==> config.mk <==
export PLATFORM = sky130hd
export DESIGN_NAME = serial_pair_serializer_flat
export DESIGN_NICKNAME = d
export VERILOG_FILES = /design/src/rtl/serial_pair_serializer_pkg.sv /design/src/rtl/serial_pair_serializer_if.sv /design/src/rtl/serial_pair_serializer_shift_reg.sv /design/src/rtl/serial_pair_serializer.sv /design/src/flat_wrapper.sv
export SDC_FILE = /design/constraint.sdc
export NUM_CORES = 1
export LEC_CHECK = 0
export BUFFER_PORTS_ARGS = -buffer_cell sky130_fd_sc_hd__buf_2
export CELL_PAD_IN_SITES_DETAIL_PLACEMENT = 2
export CELL_PAD_IN_SITES_GLOBAL_PLACEMENT = 2
export CORE_MARGIN = 2
export CORE_UTILIZATION = 40
export CTS_BUF_LIST = sky130_fd_sc_hd__clkbuf_2
export CTS_CLUSTER_DIAMETER = 150
export DETAILED_ROUTE_END_ITERATION = 8
export HOLD_SLACK_MARGIN = 0.08
export PLACE_DENSITY_LB_ADDON = 0.1
export RECOVER_POWER = 100
export SYNTH_ARGS = -nofsm -noshare
export SYNTH_HDL_FRONTEND = slang
export SYNTH_SLANG_ARGS = --single-unit
==> constraint.sdc <==
create_clock -name clk -period 3.2 [get_ports clk]
set_clock_uncertainty 0.1 [all_clocks]
set_input_delay 0.8 -clock clk [delete_from_list [all_inputs] [get_ports clk]]
set_output_delay 0.8 -clock clk [all_outputs]
set_load 0.005 [all_outputs]
==> src/rtl/serial_pair_serializer_pkg.sv <==
// Shared types and helpers for the two-operand serial bit-stream transmitter.
// The counter width never drops below one bit, so WIDTH=1 still has a legal counter.
package serial_pkg;

    typedef enum logic {
        IDLE  = 1'b0,
        SHIFT = 1'b1
    } state_t;

    function automatic int cnt_w(input int width);
        return ($clog2(width) > 1) ? $clog2(width) : 1;
    endfunction

endpackage

==> src/rtl/serial_pair_serializer_if.sv <==
// Parallel word-pair input handshake plus the serial a/b stream with word framing.
// Master offers words and consumes the stream; slave is the serializer.
interface serial_pair_if #(
    parameter int WIDTH = 8
);
    logic             in_valid;
    logic             in_ready;
    logic [WIDTH-1:0] in_a;
    logic [WIDTH-1:0] in_b;
    logic             out_valid;
    logic             out_first;
    logic             out_last;
    logic             a;
    logic             b;

    modport master (
        output in_valid, in_a, in_b,
        input  in_ready, out_valid, out_first, out_last, a, b
    );

    modport slave (
        input  in_valid, in_a, in_b,
        output in_ready, out_valid, out_first, out_last, a, b
    );
endinterface

==> src/rtl/serial_pair_serializer_shift_reg.sv <==
// Loadable shift register emitting one bit per shift, MSB- or LSB-first.
// Load has priority over shift; serial output is the bit about to leave.
module serial_shift_reg #(
    parameter int WIDTH     = 8,
    parameter bit MSB_FIRST = 1'b1
) (
    input  logic             clk,
    input  logic             rst,
    input  logic             load,
    input  logic             shift,
    input  logic [WIDTH-1:0] din,
    output logic             dout
);
    logic [WIDTH-1:0] r;

    always_ff @(posedge clk or negedge rst) begin
        if (!rst) begin
            r <= '0;
        end else if (load) begin
            r <= din;
        end else if (shift) begin
            r <= MSB_FIRST ? (r << 1) : (r >> 1);
        end
    end

    assign dout = MSB_FIRST ? r[WIDTH-1] : r[0];

endmodule

==> src/rtl/serial_pair_serializer.sv <==
// Serializes accepted (in_a, in_b) pairs one bit per clock with first/last framing.
// First bit appears the cycle after accept; ready only when idle or on a word's last bit.
module serial_pair_serializer
    import serial_pkg::*;
#(
    parameter int WIDTH     = 8,
    parameter bit MSB_FIRST = 1'b1
) (
    input  logic         clk,
    input  logic         rst,
    serial_pair_if.slave bus
);
    localparam int            CW   = cnt_w(WIDTH);
    localparam logic [CW-1:0] LAST = CW'(WIDTH - 1);

    state_t        state, state_nxt;
    logic [CW-1:0] cnt, cnt_nxt;
    logic          rdy_en;
    logic          load, shift, accept, at_last;
    logic          a_bit, b_bit;

    // rdy_en holds ready low on the reset-release edge so nothing is accepted there
    assign at_last      = (state == SHIFT) && (cnt == LAST);
    assign bus.in_ready = rdy_en && ((state == IDLE) || at_last);
    assign accept       = bus.in_valid && bus.in_ready;

    always_ff @(posedge clk or negedge rst) begin
        if (!rst) begin
            state  <= IDLE;
            cnt    <= '0;
            rdy_en <= 1'b0;
        end else begin
            state  <= state_nxt;
            cnt    <= cnt_nxt;
            rdy_en <= 1'b1;
        end
    end

    always_comb begin
        state_nxt = state;
        cnt_nxt   = cnt;
        load      = 1'b0;
        shift     = 1'b0;
        unique case (state)
            IDLE: begin
                if (accept) begin
                    load      = 1'b1;
                    cnt_nxt   = '0;
                    state_nxt = SHIFT;
                end
            end
            SHIFT: begin
                if (at_last) begin
                    if (accept) begin
                        load    = 1'b1;
                        cnt_nxt = '0;
                    end else begin
                        shift     = 1'b1;
                        state_nxt = IDLE;
                    end
                end else begin
                    shift   = 1'b1;
                    cnt_nxt = cnt + 1'b1;
                end
            end
            default: state_nxt = IDLE;
        endcase
    end

    serial_shift_reg #(.WIDTH(WIDTH), .MSB_FIRST(MSB_FIRST)) u_sr_a (
        .clk   (clk),
        .rst   (rst),
        .load  (load),
        .shift (shift),
        .din   (bus.in_a),
        .dout  (a_bit)
    );

    serial_shift_reg #(.WIDTH(WIDTH), .MSB_FIRST(MSB_FIRST)) u_sr_b (
        .clk   (clk),
        .rst   (rst),
        .load  (load),
        .shift (shift),
        .din   (bus.in_b),
        .dout  (b_bit)
    );

    assign bus.out_valid = (state == SHIFT);
    assign bus.out_first = bus.out_valid && (cnt == '0);
    assign bus.out_last  = at_last;
    assign bus.a         = bus.out_valid && a_bit;
    assign bus.b         = bus.out_valid && b_bit;

endmodule

==> src/flat_wrapper.sv <==
// flat-port wrapper written by rule: the top's interface ports become plain ports
module serial_pair_serializer_flat import serial_pkg::*;
#(
    parameter int WIDTH     = 8,
    parameter bit MSB_FIRST = 1'b1
)
  (clk, rst, bus_in_valid, bus_in_a, bus_in_b, bus_in_ready, bus_out_valid, bus_out_first, bus_out_last, bus_a, bus_b);
  serial_pair_if #(.WIDTH(WIDTH)) bus_i ();
  input  logic clk;
  input  logic rst;
  input wire logic [$bits(bus_i.in_valid)-1:0] bus_in_valid;
  input wire logic [$bits(bus_i.in_a)-1:0] bus_in_a;
  input wire logic [$bits(bus_i.in_b)-1:0] bus_in_b;
  output wire logic [$bits(bus_i.in_ready)-1:0] bus_in_ready;
  output wire logic [$bits(bus_i.out_valid)-1:0] bus_out_valid;
  output wire logic [$bits(bus_i.out_first)-1:0] bus_out_first;
  output wire logic [$bits(bus_i.out_last)-1:0] bus_out_last;
  output wire logic [$bits(bus_i.a)-1:0] bus_a;
  output wire logic [$bits(bus_i.b)-1:0] bus_b;
  assign bus_i.in_valid = bus_in_valid;
  assign bus_i.in_a = bus_in_a;
  assign bus_i.in_b = bus_in_b;
  assign bus_in_ready = bus_i.in_ready;
  assign bus_out_valid = bus_i.out_valid;
  assign bus_out_first = bus_i.out_first;
  assign bus_out_last = bus_i.out_last;
  assign bus_a = bus_i.a;
  assign bus_b = bus_i.b;
  serial_pair_serializer #(.WIDTH(WIDTH), .MSB_FIRST(MSB_FIRST)) u_core (.clk(clk), .rst(rst), .bus(bus_i));
endmodule
==> results.cfg, run 1 <==
[setup_path]
cp_max_fo = 21
cp_data_required_time_ns = 2.30
reg2reg_depth = 5
endpoint_kind = primary output
crit_arrival_ns = 1.81
reg2reg_setup_slack_ns = 0.81
r2r_start = u_core.cnt[0]
critPathLaunchType = flop
crit_type = reg -> out
reg2reg_to = u_core.u_sr_b.r[4]

[place]
port_buffers = 24
dp_slack_ns = 0.890
hpwl_mm = 1.54
gp_congestion = 0.597

[final_layout]
n_fill_cell = 303
layout.cells.most_common = buf_2
final_cell_mix = buf_2 (22), dfrtp_1 (21), mux2_1 (15), mux2_2 (14)
area_growth_pct = 8.58
drive_above_1_share = 0.406
nets = 129
diodes = 0

[die]
coreArea_sq_um = 2690
io_pins = 25
initial_core_util = 0.413
die_area_sq_um = 3210
dieWidth_um = 56.6
dieHeight_um = 56.6
fp-row-count = 19

[timing]
finalSetupTns_ns = 0
period_needed_ns = 2.71
hold_violations = 0
finalCritPeriodShare = 0.847
setup_viol = 0
fmax_ghz = 0.369
setup_ws_ns = 0.489
slew_headroom = 0.222
rsz0062_at_grt = no
maxSlewViolCount = 0
tightest_slew_ns = 1.17

[clock_network]
cts_buffers = 3
htreeDepth = 1
cts_tree = yes
postCtsSetupRepairBufs = 0
clock_sinks = 21
ctsHoldBuffers = 0
clk_pin_slew_ns = 0.19
clock_path_buffers = 2
cts-root-buf = clkbuf_2
insertion_delay_ns = 0.30
ctsResizeCount = 0

[hold_path]
holdPathEnd = u_core.cnt[0]
whs_path_depth = 1
hp-class = reg -> reg
hp-start = u_core.cnt[0]

[global_routing]
grtUsageTotal = 0.152
grt_pass1_vias = 797
grt_max_degree = 22
grt_overflow = 0
grt_pass1_wl_mm = 3.71
antenna_found_initial = 0

[synth]
synth_area_leaders = dfrtp_1 (47%), mux2_2 (14%), mux2_4 (14%)
ys.flop_type = dfrtp_1
synth_cell_type_count = 20
avgSynthCellArea_sq_um = 13.5
synth_cells = 82
syn_nets = 104
async_flop_share = 1.00
synth-seq-area-share = 0.474
yosysWarnings = 0
netlist.area_leader.share = 0.474
netlist_area_sq_um = 1110
synth_edf_count = 0
yosysTopAreaCell = dfrtp_1
ys_seq_elements = 21

[route]
via_per_inst = 5.06
drc_errors = 0
routed_wl_mm = 2.06
wire_per_inst_um = 15.1
drtPass1Iterations = 2
vias = 693
drt_iter0_markers = 8
postRouteAntennaNets = 0

[run_status]
status = complete, no violations

[power_and_ir_drop]
p_leak_nw = 0.639
power-per-cell-area_nw_per_um2 = 731
peakVddDrop_mv = 0.380

[run]
cap_violations = 0
## stage by stage
step	utilization	std cells	area (sq um)	power, mW	hold slack, ns
6_report	0.448	137	1200	0.880	0.459
3_5_place_dp	0.457	133	1230	0.836	0.435
2_1_floorplan	-	82	1110	0.742	0.384
5_1_grt	0.448	137	1200	0.971	0.514
3_3_place_gp	0.457	133	1230	0.806	0.416
4_1_cts	0.465	137	1250	0.952	0.307
## cells in the mapped netlist (2+ instances only)
master / instances
buf_6: 2
nand3_1: 3
mux2_4: 10
nand2_1: 2
and2_1: 4
mux2_1: 6
inv_1: 4
dfrtp_1: 21
ha_1: 3
o21ai_0: 3
nor2b_1: 2
mux2_2: 14
## state kept, by name (all words and copies together) (netlist names)
register,count
u_core.rdy_en,1
u_core.u_sr_b.r,8
u_core.bus.out_valid,1
u_core.cnt,3
u_core.u_sr_a.r,8
## critical path: stages, from the launching register on
cell and delay, ns:
dfrtp_1 0.39, clkbuf_1 0.76, nand2_1 0.12, nor2_1 0.13
clkbuf_1 0.12
## layer usage
| metal | GRT usage | routed length [um] |
|---|---|---|
| met2 | 0.272 | 1120 |
| met5 | 0 | 0 |
| met1 | 0.182 | 826 |
| met4 | 0.0510 | 16 |
| met3 | 0.0230 | 99 |
## area by class of cell
cell class | instances | area [sq um] | area share
clock buffers | 4 | 20.0 | 0.0166
inverters | 4 | 15.0 | 0.0125
multi-input cells | 52 | 483 | 0.401
flip-flops and latches | 21 | 526 | 0.437
well taps | 31 | 38.8 | 0.0322
repair buffers | 25 | 121 | 0.101
## how the worst max path moves through the flow
stage / depth (start not counted) / startpoint / to / slack, ns
final: 4 / u_core.bus.out_valid / bus_out_first / 0.49
after floorplan: 5 / u_core.cnt[0] / bus_in_ready / 1.13
after detailed placement: 5 / u_core.cnt[0] / bus_in_ready / 0.89
after global routing: 4 / u_core.bus.out_valid / bus_out_first / 0.20
after CTS: 5 / u_core.cnt[0] / bus_in_ready / 0.49
after global placement: 5 / u_core.cnt[0] / bus_in_ready / 0.97
## power breakdown
| part | switching [mW] | internal [mW] | leakage, nW | total [mW] |
|---|---|---|---|---|
| sequential | 0.0494 | 0.350 | 0.273 | 0.399 |
| clock | 0.0768 | 0.0331 | 0.0166 | 0.110 |
| combinational | 0.172 | 0.200 | 0.350 | 0.371 |
| total | 0.298 | 0.582 | 0.639 | 0.880 |
## logic make-up (layout without fill, tap and decap cells)
| group | Yosys count | after routing | synth area share |
|---|---|---|---|
| AOI/OAI and AO/OA | 3 | 3 | 0.0135 |
| adders and majority gates | 3 | 3 | 0.0339 |
| buffers and inverters | 9 | 33 | 0.0553 |
| DFF | 21 | 21 | 0.474 |
| muxes | 30 | 30 | 0.339 |
| other | 1 | 1 | 0.00338 |
| and+or+nand+nor | 15 | 15 | 0.0813 |
Power figures use the tool's default switching activity.
==> run 2: changes to the inputs <==
CORE_UTILIZATION = 33   (was 40)
clock period = 2.3 ns   (was 3.2 ns; I/O delays follow)
==> run 2 against run 1 <==
Against the previous run: sequential share of layout area is 3.6 points lower; clock-buffer cell count unchanged; utilization down 4.8 points; combinational power increased by 68%; power rose by 53%; largest power group is now combinational logic; highest routed layer unchanged.
==> results.cfg, run 2 (synthesized netlist as in run 1, its figures left out) <==
[run_status]
status = complete, no violations

[final_layout]
nets = 132
stdcell_count = 155
area_growth_pct = 18.4
diodes = 0
drive_above_1_share = 0.541
final_util = 0.400
layout.cells.most_common = buf_2
biggestRegsByFlops = u_core.u_sr_a.r (8), u_core.u_sr_b.r (8), u_core.cnt (3)
final_cell_mix = buf_2 (23), dfrtp_1 (21), mux2_2 (14), mux2_4 (10), mux2_1 (6)

[route]
drc_errors = 0
wire_per_inst_um = 13.0
routed_wl_mm = 2.01
via_per_inst = 4.50
postRouteAntennaNets = 0
drtPass1Iterations = 3
vias = 697
drt_iter0_markers = 11

[power_and_ir_drop]
switching_power_mw = 0.436
combPwrFrac = 0.464
peakVddDrop_mv = 0.319
p_leak_nw = 0.664
p_sw_frac = 0.324
power_frac_seq = 0.416
clock_power_share = 0.120
internal-power_mw = 0.908
power-per-cell-area_nw_per_um2 = 1020

[timing]
tightest_slew_ns = 1.15
fmax_ghz = 0.453
maxSlewViolCount = 0
setup_viol = 0
slew_headroom = 0.235
finalCritPeriodShare = 0.959
hold_violations = 0
period_needed_ns = 2.21
hold_ws_ns = 0.337

[global_routing]
grt_max_degree = 22
grtUsageTotal = 0.120
grt_pass1_wl_mm = 3.21
antenna_found_initial = 0
grt_pass1_vias = 728
grt_overflow = 0

[setup_path]
worst_path_max_delay_cell = dfrtp_1
startpoint = u_core.cnt[1]
reg2reg_depth = 6
reg2reg_setup_slack_ns = 0.24
endpoint_kind = primary output
cp_data_required_time_ns = 1.62
path_delay_family = flip-flops
critPathLaunchType = flop
crit_arrival_ns = 1.53
r2r_start = u_core.cnt[0]
reg2reg_to = u_core.u_sr_b.r[7]
cpPeakStageDelay_ns = 0.45
crit_type = reg -> out
worst-path-buf-inv = 1
cp_max_fo = 3
crit_path_cell_trace = ha_2 > ha_4 > nand2b_4 > and2_4 > buf_2
cp-endpoint = bus_in_ready
path_depth = 5

[hold_path]
hp-class = in -> reg

[place]
port_buffers = 24
place_inst = 149
gp_congestion = 0.683
hpwl_mm = 1.44

[die]
dieHeight_um = 62.0
die_area_sq_um = 3840
fp-row-count = 21
io_pins = 25
initial_core_util = 0.338
coreArea_sq_um = 3280
dieWidth_um = 62.0

[clock_network]
insertion_delay_ns = 0.33
cts_tree = yes
clk_pin_slew_ns = 0.21
htreeDepth = 1
clock_path_buffers = 2
clock_sinks = 21
cts_buffers = 3
cts-root-buf = clkbuf_2

[run]
cap_violations = 0
-- run 2: cell count changes in the layout (fill, tap and decap cells not counted), sizes merged --
cell,change
dlygate4sd3,+1
clkbuf,-1
buf,+3
-- run 2: power by group through the flow --
| stage | Sequential [mW] | Clock, mW | Combinational [mW] |
|---|---|---|---|
| floorplan | 0.543 | 0 | 0.489 |
| global placement | 0.557 | 0 | 0.589 |
| detailed placement | 0.563 | 0 | 0.604 |
| global route | 0.579 | 0.186 | 0.710 |
| finish | 0.560 | 0.161 | 0.623 |
| CTS | 0.559 | 0.177 | 0.620 |
-- run 2: worst min-delay path by stage --
stage                        from                   end  slack (ns)  depth (start not counted)
floorplan                     rst  u_core.bus.out_valid        0.18                          0
global placement    u_core.cnt[0]         u_core.cnt[0]        0.41                          1
detailed placement  u_core.cnt[0]         u_core.cnt[0]        0.43                          1
CTS                   bus_in_a[5]    u_core.u_sr_a.r[5]        0.31                          2
global route          bus_in_a[5]    u_core.u_sr_a.r[5]        0.32                          2
finish                bus_in_a[5]    u_core.u_sr_a.r[5]        0.34                          2
-- run 2: routing by layer --
layer,track usage,vias to the layer above,routed length (um)
li1,-,330,-
met1,0.142,346,842
met2,0.205,16,1040
met3,0.0186,5,87
met4,0.0638,0,42
met5,0,-,0
-- run 2: through the flow --
stage / power, mW / cell area [sq um] / setup slack (ns) / setup TNS [ns]
floorplan: 1.03 / 1110 / 0.391 / 0
global placement: 1.15 / 1250 / 0.327 / 0
detailed placement: 1.17 / 1250 / 0.263 / 0
CTS: 1.36 / 1300 / 0.0150 / 0
global route: 1.47 / 1310 / -0.00131 / -0.00131
finish: 1.34 / 1310 / 0.0932 / 0
-- run 2: timing repair --
item	4_1_cts	5_1_grt
resized for setup	3	2
pin swaps	0	1
buffers inserted	0	1
hold buffers	1	0
setup endpoints to repair	1	1
hold endpoints to repair	21	0
-- run 2: layout make-up --
| type | count | area, sq um |
|---|---|---|
| tap | 46 | 57.6 |
| timing repair buffer | 28 | 148 |
| fill | 362 | 1970 |
| sequential | 21 | 526 |
| multi-input combinational | 52 | 547 |
| inverter | 4 | 15.0 |
| clock buffer | 4 | 20.0 |
==> run 3: changes to the inputs <==
CORE_UTILIZATION = 32   (was 33)
CTS_BUF_LIST = unset   (was sky130_fd_sc_hd__clkbuf_2)
==> run 3 against run 2 <==
Against the previous run: cell count grew 1.9%; register-to-register slack is essentially flat; routed wire length grew 2.7%; power grew 5.8%; hold slack is essentially flat; first-iteration DRC count grew 64%; die area grew 2.9%; via count grew 2.2%.
==> results.cfg, run 3 (synthesized netlist as in run 1, its figures left out) <==
[final_layout]
nets = 135
area_growth_pct = 19.6
drive_above_1_share = 0.545
layout.cells.most_common = buf_2
diodes = 0
final_util = 0.397
final_cell_mix = buf_2 (23), dfrtp_1 (21), mux2_2 (14), mux2_4 (10), buf_4 (7)
biggestRegsByFlops = u_core.u_sr_a.r (8), u_core.u_sr_b.r (8), u_core.cnt (3)
design_area_sq_um = 1330

[timing]
hold_violations = 0
setup_viol = 0
finalSetupTns_ns = 0
finalCritPeriodShare = 0.963
setup_ws_ns = 0.0843
period_needed_ns = 2.22
fmax_ghz = 0.451
tightest_slew_ns = 1.13
maxSlewViolCount = 0
slew_headroom = 0.246

[die]
coreArea_sq_um = 3340
dieWidth_um = 62.9
die_area_sq_um = 3950
io_pins = 25
dieHeight_um = 62.9
fp-row-count = 21
initial_core_util = 0.332

[clock_network]
insertion_delay_ns = 0.32
htreeDepth = 1
cts_tree = yes
ctsHoldBuffers = 0
clk_pin_slew_ns = 0.13
clock_sinks = 21
cts-root-buf = clkbuf_4
clock_path_buffers = 2
cts_buffers = 3

[power_and_ir_drop]
p_leak_nw = 0.686
p_total_mw = 1.42
peakVddDrop_mv = 0.283
power-per-cell-area_nw_per_um2 = 1070

[setup_path]
reg2reg_depth = 6
crit_arrival_ns = 1.54
crit_path_cell_trace = ha_1 > ha_1 > nand2b_4 > and2_1 > buf_2
cp_data_required_time_ns = 1.62
worst_path_max_delay_cell = dfrtp_1
reg2reg_setup_slack_ns = 0.23
crit_path_frequent_cell = ha_1
r2r_start = u_core.cnt[1]
reg2reg_to = u_core.u_sr_a.r[4]
crit_type = reg -> out
critPathLaunchType = flop
cp_max_fo = 5
cpPeakStageDelay_ns = 0.41
endpoint_kind = primary output

[place]
dp_slack_ns = 0.105
gp_congestion = 0.758
dpl_cell_area_sq_um = 1250
hpwl_mm = 1.36
port_buffers = 24

[global_routing]
grt_pass1_vias = 759
grt_overflow = 0
grt_pass1_wl_mm = 3.57
antenna_found_initial = 0
grt_max_degree = 22
grtUsageTotal = 0.118

[route]
drt_iter0_markers = 18
vias = 712
drc_errors = 0
wire_per_inst_um = 13.1
drtPass1Iterations = 2
routed_wl_mm = 2.06
via_per_inst = 4.51
postRouteAntennaNets = 0

[run]
cap_violations = 0

[run_status]
status = complete, no violations

[hold_path]
hp-class = in -> async
run 3: cell count changes in the layout (fill, tap and decap cells not counted):
cell	change
ha_2	-1
and2_4	-1
ha_1	+2
clkbuf_4	+3
dlygate4sd3_1	-1
ha_4	-1
and2_1	+1
buf_4	+5
clkbuf_2	-4
clkinv_2	+1
clkbuf_1	-1
run 3: what timing repair did:
action / 4_1_cts / 5_1_grt
gates resized for setup: 2 / 0
cloned: 0 / 0
setup endpoints to repair: 1 / 1
buffers inserted: 2 / 4
hold endpoints to repair: 0 / 0
run 3: layer usage:
metal | vias to the layer above | global-route usage | wire [um]
met5 | - | 0 | 0
met1 | 355 | 0.145 | 879
met4 | 0 | 0.0667 | 48
li1 | 335 | - | -
met3 | 5 | 0.0342 | 117
met2 | 17 | 0.183 | 1020
run 3: worst max-delay path, delay by kind of cell (launching register included):
| kind | cells | cell delay (ns) |
|---|---|---|
| buffers and inverters | 1 | 0.12 |
| adders and majority gates | 2 | 0.40 |
| DFF | 1 | 0.41 |
| and+or+nand+nor | 2 | 0.31 |
run 3: worst max-delay path by stage:
stage,startpoint,end,slack (ns),cells past startpoint
after floorplan,u_core.cnt[0],u_core.u_sr_a.r[0],0.39,8
after global placement,u_core.cnt[0],u_core.u_sr_a.r[4],0.19,5
after detailed placement,u_core.cnt[0],u_core.u_sr_a.r[4],0.10,5
after CTS,u_core.cnt[0],bus_in_ready,0.04,5
after global routing,u_core.cnt[0],bus_in_ready,-0.005,5
final,u_core.cnt[0],bus_in_ready,0.08,5
run 3: final cells by class:
cell class,count,area (sq um)
clock buffer,3,22.5
inverter,4,15.0
fill,367,2010
multi-input combinational,52,529
tap,46,57.6
clock inverter,1,5.00
timing repair buffer,31,171
sequential,21,526
run 3: power breakdown:
| group | total (mW) | leakage (nW) | internal [mW] | switching (mW) |
|---|---|---|---|---|
| clock network | 0.188 | 0.0177 | 0.0651 | 0.123 |
| logic | 0.682 | 0.395 | 0.417 | 0.265 |
| registers | 0.553 | 0.273 | 0.487 | 0.0652 |
run 3: through the flow:
step / hold slack (ns) / std cells
after floorplan: 0.179 / 82
after global placement: 0.417 / 148
after detailed placement: 0.434 / 148
after CTS: 0.102 / 154
after global routing: 0.354 / 158
final: 0.336 / 158
